--- config.mk ---
export PLATFORM = sky130hd
export DESIGN_NAME = serial_restador
export DESIGN_NICKNAME = d
export VERILOG_FILES = /design/src/rtl/serial_restador.sv
export SDC_FILE = /design/constraint.sdc
export NUM_CORES = 1
export LEC_CHECK = 0
export BUFFER_PORTS_ARGS = -buffer_cell sky130_fd_sc_hd__buf_4
export CORE_ASPECT_RATIO = 0.8
export CORE_MARGIN = 5
export CORE_UTILIZATION = 54
export CTS_CLUSTER_SIZE = 24
export DETAILED_ROUTE_END_ITERATION = 6
export PLACE_DENSITY = 0.87
export SYNTH_ARGS = -nofsm -noshare
export SYNTH_HDL_FRONTEND = slang
export SYNTH_SLANG_ARGS = --single-unit
--- constraint.sdc ---
create_clock -name clk -period 1.8 [get_ports clk]
set_clock_uncertainty 0.05 [all_clocks]
set_input_delay 0.36 -clock clk [delete_from_list [all_inputs] [get_ports clk]]
set_output_delay 0.36 -clock clk [all_outputs]
set_load 0.01 [all_outputs]
--- src/rtl/serial_restador.sv ---
// Bit-serial subtractor: computes a - b - b_in one bit per cycle, LSB first.
// The visible result/b_out only change when the last bit is produced, so
// observers never see a partially built difference.
module serial_restador #(
  parameter int N = 8
) (
  input  logic         clk,
  input  logic         rst_n,
  input  logic         start,
  input  logic [N-1:0] a,
  input  logic [N-1:0] b,
  input  logic         b_in,
  output logic         busy,
  output logic         done,
  output logic [N-1:0] result,
  output logic         b_out,
  output logic         zero
);

  // Counter only needs to reach N-1; keep at least one bit for N=1.
  localparam int CW = (N > 1) ? $clog2(N) : 1;

  typedef enum logic [1:0] {IDLE, LOAD, RUN, DONE} state_t;

  state_t         state, state_nxt;
  logic [N-1:0]   a_sr, b_sr, res_sr, res_nxt;
  logic           bor, bor_nxt, d;
  logic [CW-1:0]  cnt;
  logic           last;

  assign last = (cnt == CW'(N-1));
  assign zero = ~|result;

  // One-bit full subtractor on the current LSBs plus the next working result.
  always_comb begin
    d       = a_sr[0] ^ b_sr[0] ^ bor;
    bor_nxt = (~a_sr[0] & b_sr[0]) | (~(a_sr[0] ^ b_sr[0]) & bor);
    res_nxt = res_sr >> 1;
    res_nxt[N-1] = d;
  end

  // State register.
  always_ff @(posedge clk or negedge rst_n) begin
    if (!rst_n) state <= IDLE;
    else        state <= state_nxt;
  end

  // Next-state and status outputs.
  always_comb begin
    state_nxt = state;
    busy      = 1'b0;
    done      = 1'b0;
    case (state)
      IDLE: if (start) state_nxt = LOAD;
      LOAD: begin
        busy      = 1'b1;
        state_nxt = RUN;
      end
      RUN: begin
        busy = 1'b1;
        if (last) state_nxt = DONE;
      end
      DONE: begin
        done      = 1'b1;
        state_nxt = IDLE;
      end
      default: state_nxt = IDLE;
    endcase
  end

  // Operand capture, serial datapath, and the visible result latch.
  always_ff @(posedge clk or negedge rst_n) begin
    if (!rst_n) begin
      a_sr   <= '0;
      b_sr   <= '0;
      res_sr <= '0;
      bor    <= 1'b0;
      cnt    <= '0;
      result <= '0;
      b_out  <= 1'b0;
    end else if (state == IDLE && start) begin
      a_sr   <= a;
      b_sr   <= b;
      bor    <= b_in;
      res_sr <= '0;
      cnt    <= '0;
    end else if (state == RUN) begin
      a_sr   <= a_sr >> 1;
      b_sr   <= b_sr >> 1;
      bor    <= bor_nxt;
      res_sr <= res_nxt;
      cnt    <= cnt + CW'(1);
      if (last) begin
        result <= res_nxt;
        b_out  <= bor_nxt;
      end
    end
  end

endmodule
==> results of run 1 <==
[synthesized netlist by cell type]
library cell	number	share of area (%)
nor2_8	1	1.1
or4_1	2	0.86
o31ai_1	1	0.43
nand2b_1	2	0.71
nand2_1	18	3.9
nor2_1	11	2.4
fa_1	1	1.1
ha_1	6	4.3
xnor2_1	1	0.50
nor2b_1	1	0.36
buf_2	4	1.1
o32a_1	1	0.57
mux2i_1	23	13
buf_6	2	1.3
buf_4	1	0.43
and2_4	1	0.50
clkbuf_1	1	0.21
o21ai_0	18	5.1
inv_1	5	1.1
dfrtp_1	38	54
mux2_2	10	6.4
a21oi_1	1	0.29
[registers in the layout, indices dropped and copies added, names as in the netlist]
signal / cells
result: 8
cnt: 3
b_sr: 8
res_sr: 7
b_out: 1
state: 2
a_sr: 8
bor: 1
[metrics by stage]
stage	hold slack, ps	TNS, ps	power (mW)
6_report	217	-49.0	3.64
5_1_grt	236	-94.3	3.93
4_1_cts	215	-54.0	3.67
3_5_place_dp	297	0	3.05
3_3_place_gp	287	0	2.91
2_1_floorplan	14.4	0	2.51
[logic make-up after synthesis]
family          after synthesis  synth area share, %
flops                        38                 54.2
simple gates                 36                 9.77
mux                          33                 19.5
xor+xnor                      1                0.499
fa+ha+maj                     7                 5.42
buf+inv                      13                 4.14
compound gates               21                 6.42
[final timing paths]
path | startpoint | endpoint | cells after the start
worst max-delay path | result[5]$_DFFE_PN0P_ | zero | 3
worst min-delay path | a[3] | a_sr[3]$_DFFE_PN0P_ | 3
worst max register to register | state[0]$_DFFE_PN0P_ | result[1]$_DFFE_PN0P_ | 5
worst min register to register | res_sr[1]$_DFFE_PN0P_ | result[0]$_DFFE_PN0P_ | 1
max in group asynchronous | rst_n | result[0]$_DFFE_PN0P_ | 2
min in group asynchronous | rst_n | result[6]$_DFFE_PN0P_ | 2
[area by class of cell]
type	instances	area, um^2	share of cell area, %
sequential	38	951	43.7
timing repair buffer	42	330	15.2
clock inverter	1	5.00	0.230
clock buffer	7	86.3	3.97
multi-input combinational	98	733	33.7
tap	40	50.0	2.30
inverter	5	18.8	0.863
[power by group through the flow]
| stage | combinational (mW) | sequential [mW] | clock (mW) |
|---|---|---|---|
| finish | 1.62 | 1.44 | 0.587 |
| global route | 1.82 | 1.48 | 0.636 |
| CTS | 1.64 | 1.44 | 0.598 |
| floorplan | 1.09 | 1.41 | 0 |
| detailed placement | 1.59 | 1.46 | 0 |
| global placement | 1.49 | 1.42 | 0 |
[layer usage]
| layer | GRT usage, % | share of wire, % |
|---|---|---|
| met1 | 19.8 | 44 |
| met5 | 0 | 0 |
| met2 | 27.1 | 48 |
| met3 | 5.13 | 7.2 |
| met4 | 5.94 | 1.3 |
[what timing repair did]
action                                  4_1_cts  5_1_grt
gates resized for setup                       0        1
endpoints found under the setup margin        1        6
setup buffers                                 6        0
hold buffers                                  1        0
pin swaps                                     2        0
hold endpoints to repair                     38        0
[critical path, stage by stage, from the launching register on]
cell and delay (ps):
dfrtp_1 380, or4_1 530, nor2_1 120, buf_4 130
==> results.yml, run 1 <==
floorplanning:
  die_y_um: 61.0
  fp.dieW_um: 73.7
  boundaryPins: 32
  rows: 18
  die-area_um2: 4500
  core_um2: 3110
  floorplan.initialDensity_pct: 56.4
status:
  status: "complete, but fails checks"
  violations: "setup timing"
power_and_ir_drop:
  p_per_area_nw_per_um2: 1670
  pwr-share-seq_pct: 39.4
  p_comb_share_pct: 44.4
  leakage_nw: 1.07
  p_switching_mw: 1.28
  internal-power_mw: 2.36
  swShare_pct: 35.2
  power.share.clock_pct: 16.1
  peakVddDrop_v: 0.000912
detailed_routing:
  vias: 1170
  drtPass1Iterations: 4
  routedWlPerCell_um: 13.7
  drc: 0
  viasPerCell: 5.06
  wl_mm: 3.17
  drtAntennaViolNets: 0
  initialDrtViolationCount: 67
finish:
  final_common_cell: "buf_4"
  nets: 217
  design_area_um2: 2170
  final_util_pct: 70.0
  layout.cells.non_filler: 231
  final_cell_mix: "buf_4, dfrtp_1, mux2i_1"
  num_antenna_cells: 0
  area_growth_pct: 24.0
  drive_gt1_share_pct: 31.9
  fill_cells: 236
sta:
  fin_ws_ps: -49.0
  setup_viol: 1
  final-hold-violation-count: 0
  drv_slew: 0
  fmaxAchievable_mhz: 541
  maxSlewHeadroom_pct: 69.1
  period_share_pct: 103
  finalCriticalPeriod_ps: 1850
  rsz0062_at_grt: "true"
  worst_pin_slew_ps: 464
clock_network:
  cts_buffers: 5
  clk_pin_slew_ps: 70
  root_buffer: "clkbuf_8"
  clkLatencyLatePin_ps: 290
  htreeDepth: 2
  clockBufferDepth: 2
  cts_tree: "yes"
  cts_sinks: 38
critical_path:
  cp.arrival_ps: 1440
  critPathKind: "register to output pin"
  worst_setup_path_end_kind: "output pin"
  rrSetupSlack_ps: 140
  cp-start-kind: "register"
  critical_path.max_fanout: 2
  required_ps: 1390
flow_run:
  cap_violations: 0
logic_synthesis:
  syn_area_um2: 1750
  synth_nets: 176
  seq_area_frac_synth_pct: 54.2
  synth_seq_cells: 38
  synthCells: 149
  syn_area_per_cell_um2: 11.8
  ys_types: 22
  yosys_warnings: 0
global_route:
  grt_pass1_vias: 1246
  grt_pass1_wl_mm: 5.48
  antenna_found_initial: 0
  grt_overflow: 0
  grt_usage_pct: 16.2
  grt_max_degree: 47
place:
  dpl-instance-area_um2: 2030
  io_buffers: 31
  dpl.cell_count: 216
  dp_slack_ps: 86.7
  gp_congestion: 0.723
  hpwl_mm: 2.28
worst_hold_path:
  hold_class: "input port to register"
Power figures use the tool's default switching activity.
==> inputs of run 2 (changes only) <==
CELL_PAD_IN_SITES_DETAIL_PLACEMENT = 0   (was default)
CELL_PAD_IN_SITES_GLOBAL_PLACEMENT = 1   (was default)
CORE_UTILIZATION = 43   (was 54)
==> run 2 against run 1 <==
Compared with the run above:
- the flow finishes with violations (hold timing, setup timing)
- sequential cell count did not move
- die area grew 22%
- routed wire length shrank 5.8%
- critical path type unchanged
- critical path depth unchanged
- cell area rose by 0.34%
- final cell count increased by 5.6%
- maximum frequency increased by 1.4%
- power shrank 0.60%
- sequential power about the same
- utilization shrank 14 points
- first-iteration DRC count decreased by 79%
- register-to-register slack hardly changed
==> results.yml, run 2 (synthesized netlist as in run 1, its figures left out) <==
floorplanning:
  core_um2: 3880
  rows: 20
  floorplan.initialDensity_pct: 45.2
  die_y_um: 67.1
  die-area_um2: 5460
  boundaryPins: 32
  fp.dieW_um: 81.4
global_route:
  grt_pass1_wl_mm: 5.22
  grt_max_degree: 39
  grt_pass1_vias: 1235
  grt_overflow: 0
  antenna_found_initial: 0
  grt_usage_pct: 12.5
critical_path:
  worst_setup_path_end_kind: "output pin"
  cp-start-kind: "register"
  critPathKind: "register to output pin"
  required_ps: 1390
  cp.arrival_ps: 1410
  rrSetupSlack_ps: 140
  critical_path.max_fanout: 2
finish:
  nets: 215
  area_growth_pct: 24.4
  largestRegisters: "a_sr: 8 flops, b_sr: 8 flops, result: 8 flops"
  fill_cells: 333
  multi_input_area_um2: 739
  final_cell_mix: "buf_4, dfrtp_1, mux2i_1"
  seq_area_um2: 951
  layout.cells.non_filler: 244
  num_antenna_cells: 0
  final_util_pct: 56.3
  final_common_cell: "buf_4"
  drive_gt1_share_pct: 32.8
sta:
  final-hold-violation-count: 38
  fin_ws_ps: -23.3
  period_share_pct: 101
  setup_viol: 1
  maxSlewHeadroom_pct: 69.2
  fmaxAchievable_mhz: 548
  drv_slew: 0
  hold-worst-slack_ps: -19.2
  finalCriticalPeriod_ps: 1820
  rsz0062_at_grt: "true"
  worst_pin_slew_ps: 462
worst_hold_path:
  hold_class: "input port to async pin"
clock_network:
  cts_tree: "yes"
  clkLatencyLatePin_ps: 280
  postCtsHoldBufs: 0
  clk_pin_slew_ps: 70
  cts_sinks: 38
  htreeDepth: 2
  root_buffer: "clkbuf_8"
  cts_buffers: 5
  clockBufferDepth: 2
detailed_routing:
  drc: 0
  wl_mm: 2.98
  drtAntennaViolNets: 0
  initialDrtViolationCount: 14
  drtPass1Iterations: 4
  viasPerCell: 4.80
  vias: 1170
  routedWlPerCell_um: 12.2
power_and_ir_drop:
  peakVddDrop_v: 0.000641
  p_per_area_nw_per_um2: 1660
  leakage_nw: 1.06
place:
  gp_congestion: 0.783
  io_buffers: 31
  hpwl_mm: 2.24
  dpl.cell_count: 231
status:
  status: "complete, but fails checks"
  violations: "hold timing, setup timing"
flow_run:
  cap_violations: 0
## run 2: cell types whose count changed in the layout (fill, tap and decap cells not counted), sizes merged
cell         before  now
dlygate4sd3       1    0
buf              41   40
## run 2: worst paths after layout
kind,start,end,depth (start not counted)
setup reg to reg,state[0]$_DFFE_PN0P_,result[2]$_DFFE_PN0P_,5
hold reg to reg,res_sr[1]$_DFFE_PN0P_,result[0]$_DFFE_PN0P_,1
max in group asynchronous,rst_n,b_sr[2]$_DFFE_PN0P_,1
setup / recovery,result[5]$_DFFE_PN0P_,zero,3
hold / removal,rst_n,cnt[2]$_DFFE_PN0P_,1
min in group clk,b[4],b_sr[4]$_DFFE_PN0P_,3
## run 2: stage by stage
stage	TNS, ps	hold slack [ps]	cell area [um^2]	total power, mW	setup WS, ps
after CTS	-21.5	0.244	2170	3.62	-21.5
final	-23.3	-19.2	2180	3.62	-23.3
after global routing	-84.8	19.0	2180	3.94	-84.8
after floorplan	0	14.4	1750	2.51	249
after detailed placement	0	302	2040	3.01	77.3
after global placement	0	292	2040	2.94	176
## run 2: per-layer routing
metal | share of wire [%] | vias to the layer above | wire [um] | GRT usage (%)
li1 | - | 581 | - | -
met1 | 43 | 560 | 1270 | 14.8
met2 | 51 | 25 | 1510 | 21.5
met3 | 5.6 | 4 | 167 | 4.59
met4 | 0.84 | 0 | 25 | 3.16
met5 | 0 | - | 0 | 0
## run 2: repair_timing
item	CTS	global route
setup endpoints to repair	1	2
buffers inserted	4	1
pin swaps	1	1
gates cloned	0	0
resized for setup	0	3
hold endpoints to repair	0	0
## run 2: worst max-delay path, cell delays in order (launching register included)
cell and delay [ps]:
dfrtp_1 380, or4_4 530, nor2_2 110, buf_4 120
## run 2: layout make-up
type                       count  share of cell area, %
clock inverter                 1                  0.229
sequential                    38                   43.6
tap                           55                   3.15
clock buffer                   7                   3.96
inverter                       5                  0.860
timing repair buffer          40                   14.3
multi-input combinational     98                   33.9
## run 2: power by group
group	total (mW)	internal (mW)	switching [mW]
Sequential	1.42	1.21	0.210
Combinational	1.62	0.870	0.753
Clock	0.575	0.308	0.267
==> inputs of run 3 (changes only) <==
GPL_ROUTABILITY_DRIVEN = 0   (was default)
REMOVE_ABC_BUFFERS = 1   (was default)
clock period = 1.81 ns   (was 1.8 ns; I/O delays follow)
==> run 3 against run 2 <==
Compared with the run above:
- the flow finishes with violations (setup timing)
- power rose by 3.0%
- combinational power barely moved
- non-clock buffer count rose by 1
- global-route usage rose by 0.75 points
- largest power group unchanged
==> results.yml, run 3 (synthesized netlist as in run 1, its figures left out) <==
detailed_routing:
  routedWlPerCell_um: 13.0
  vias: 1172
  viasPerCell: 4.78
  wl_mm: 3.19
  drc: 0
  drtAntennaViolNets: 0
  drtPass1Iterations: 4
  initialDrtViolationCount: 34
floorplanning:
  boundaryPins: 32
  core_um2: 3880
  floorplan.initialDensity_pct: 45.2
  fp.dieW_um: 81.4
  rows: 20
  die_y_um: 67.1
  die-area_um2: 5460
global_route:
  antenna_found_initial: 0
  grt_pass1_wl_mm: 5.44
  grt_max_degree: 39
  met1_usage_pct: 16.5
  grt-busiest-layer: "met2"
  grtUsageMet2_pct: 21.1
  grt_util_met3_pct: 4.32
  grt_usage_pct: 13.3
  grt_pass1_vias: 1236
  grt_overflow: 0
finish:
  final_cell_mix: "buf_4, dfrtp_1, mux2i_1"
  area_growth_pct: 25.5
  nets: 216
  largestRegisters: "a_sr: 8 flops, b_sr: 8 flops, result: 8 flops"
  final_util_pct: 56.7
  num_antenna_cells: 0
  layout.cells.non_filler: 245
  drive_gt1_share_pct: 31.6
  final_common_cell: "buf_4"
place:
  hpwl_mm: 2.22
  dpl.cell_count: 230
  io_buffers: 31
worst_hold_path:
  holdPathEnd: "b_sr[3]$_DFFE_PN0P_"
  hold_depth: 3
  hold_class: "input port to register"
  hold_start: "b[3]"
status:
  status: "complete, but fails checks"
  violations: "setup timing"
sta:
  drv_slew: 0
  period_share_pct: 101
  worst_pin_slew_ps: 468
  setup_viol: 1
  fin_ws_ps: -23.3
  rsz0062_at_grt: "true"
  fmaxAchievable_mhz: 545
  finalCriticalPeriod_ps: 1830
  final-hold-violation-count: 0
  maxSlewHeadroom_pct: 68.8
clock_network:
  root_buffer: "clkbuf_8"
  cts_buffers: 5
  clk_pin_slew_ps: 80
  cts_sinks: 38
  clockBufferDepth: 2
  cts_tree: "yes"
  htreeDepth: 2
  clkLatencyLatePin_ps: 300
critical_path:
  cp-start-kind: "register"
  r2r-start: "state[0]$_DFFE_PN0P_"
  critical_path.max_fanout: 2
  required_ps: 1400
  regToRegEndpoint: "result[3]$_DFFE_PN0P_"
  cp.arrival_ps: 1420
  rr_worst_depth: 5
  rrSetupSlack_ps: 140
  worst_setup_path_end_kind: "output pin"
  critPathKind: "register to output pin"
power_and_ir_drop:
  leakage_nw: 1.08
  p_per_area_nw_per_um2: 1690
  peakVddDrop_v: 0.000694
  finalPower_mw: 3.73
flow_run:
  cap_violations: 0
-- run 3: cell types whose count changed in the layout (fill, tap and decap cells not counted), sizes merged --
cell         before  now
clkinv            1    2
bufinv            0    1
dlygate4sd3       0    1
clkbuf            7    5
-- run 3: power breakdown --
| part | internal, mW | switching (mW) |
|---|---|---|
| sequential | 1.20 | 0.216 |
| combinational | 0.838 | 0.764 |
| clock | 0.405 | 0.302 |
-- run 3: routing by layer --
metal | part of all wire [%] | wire length, um
met2 | 45 | 1420
met4 | 1.9 | 61
met3 | 6.4 | 205
met1 | 47 | 1500
met5 | 0 | 0
-- run 3: critical path, cell delays in order (launching register included) --
cell and delay, ps:
dfrtp_1 380, or4_1 520, nor2_1 110, buf_4 120
-- run 3: layout make-up --
cell class,instances,area (um^2)
repair buffers,41,323
clock buffers,5,68.8
inverters,5,18.8
clock inverters,3,40.0
multi-input cells,98,731
well taps,55,68.8
flip-flops and latches,38,951
fillers,348,1680
-- run 3: how the worst max path moves through the flow --
stage	from	to	slack [ps]	depth (start not counted)
floorplan	state[0]$_DFFE_PN0P_	result[0]$_DFFE_PN0P_	-760	5
global placement	state[0]$_DFFE_PN0P_	result[1]$_DFFE_PN0P_	200	5
detailed placement	state[0]$_DFFE_PN0P_	result[6]$_DFFE_PN0P_	150	5
CTS	result[1]$_DFFE_PN0P_	zero	-30	3
global route	result[4]$_DFFE_PN0P_	zero	-80	3
finish	result[4]$_DFFE_PN0P_	zero	-20	3
-- run 3: stage by stage --
stage | hold slack (ps) | setup slack, ps | TNS (ps) | cell area, um^2
detailed placement | 306 | 150 | 0 | 2040
global placement | 295 | 201 | 0 | 2040
finish | 213 | -23.3 | -23.3 | 2200
global route | 219 | -78.0 | -78.0 | 2200
floorplan | 16.4 | -759 | -11260 | 1700
CTS | 210 | -26.9 | -26.9 | 2190
-- run 3: timing repair --
item                                    in CTS  in global routing
pin swaps                                    1                  2
endpoints found under the setup margin       1                  1
hold endpoints to repair                    38                  0
gates resized for setup                      0                  0
hold buffers                                 1                  0
buffers inserted                             4                  2
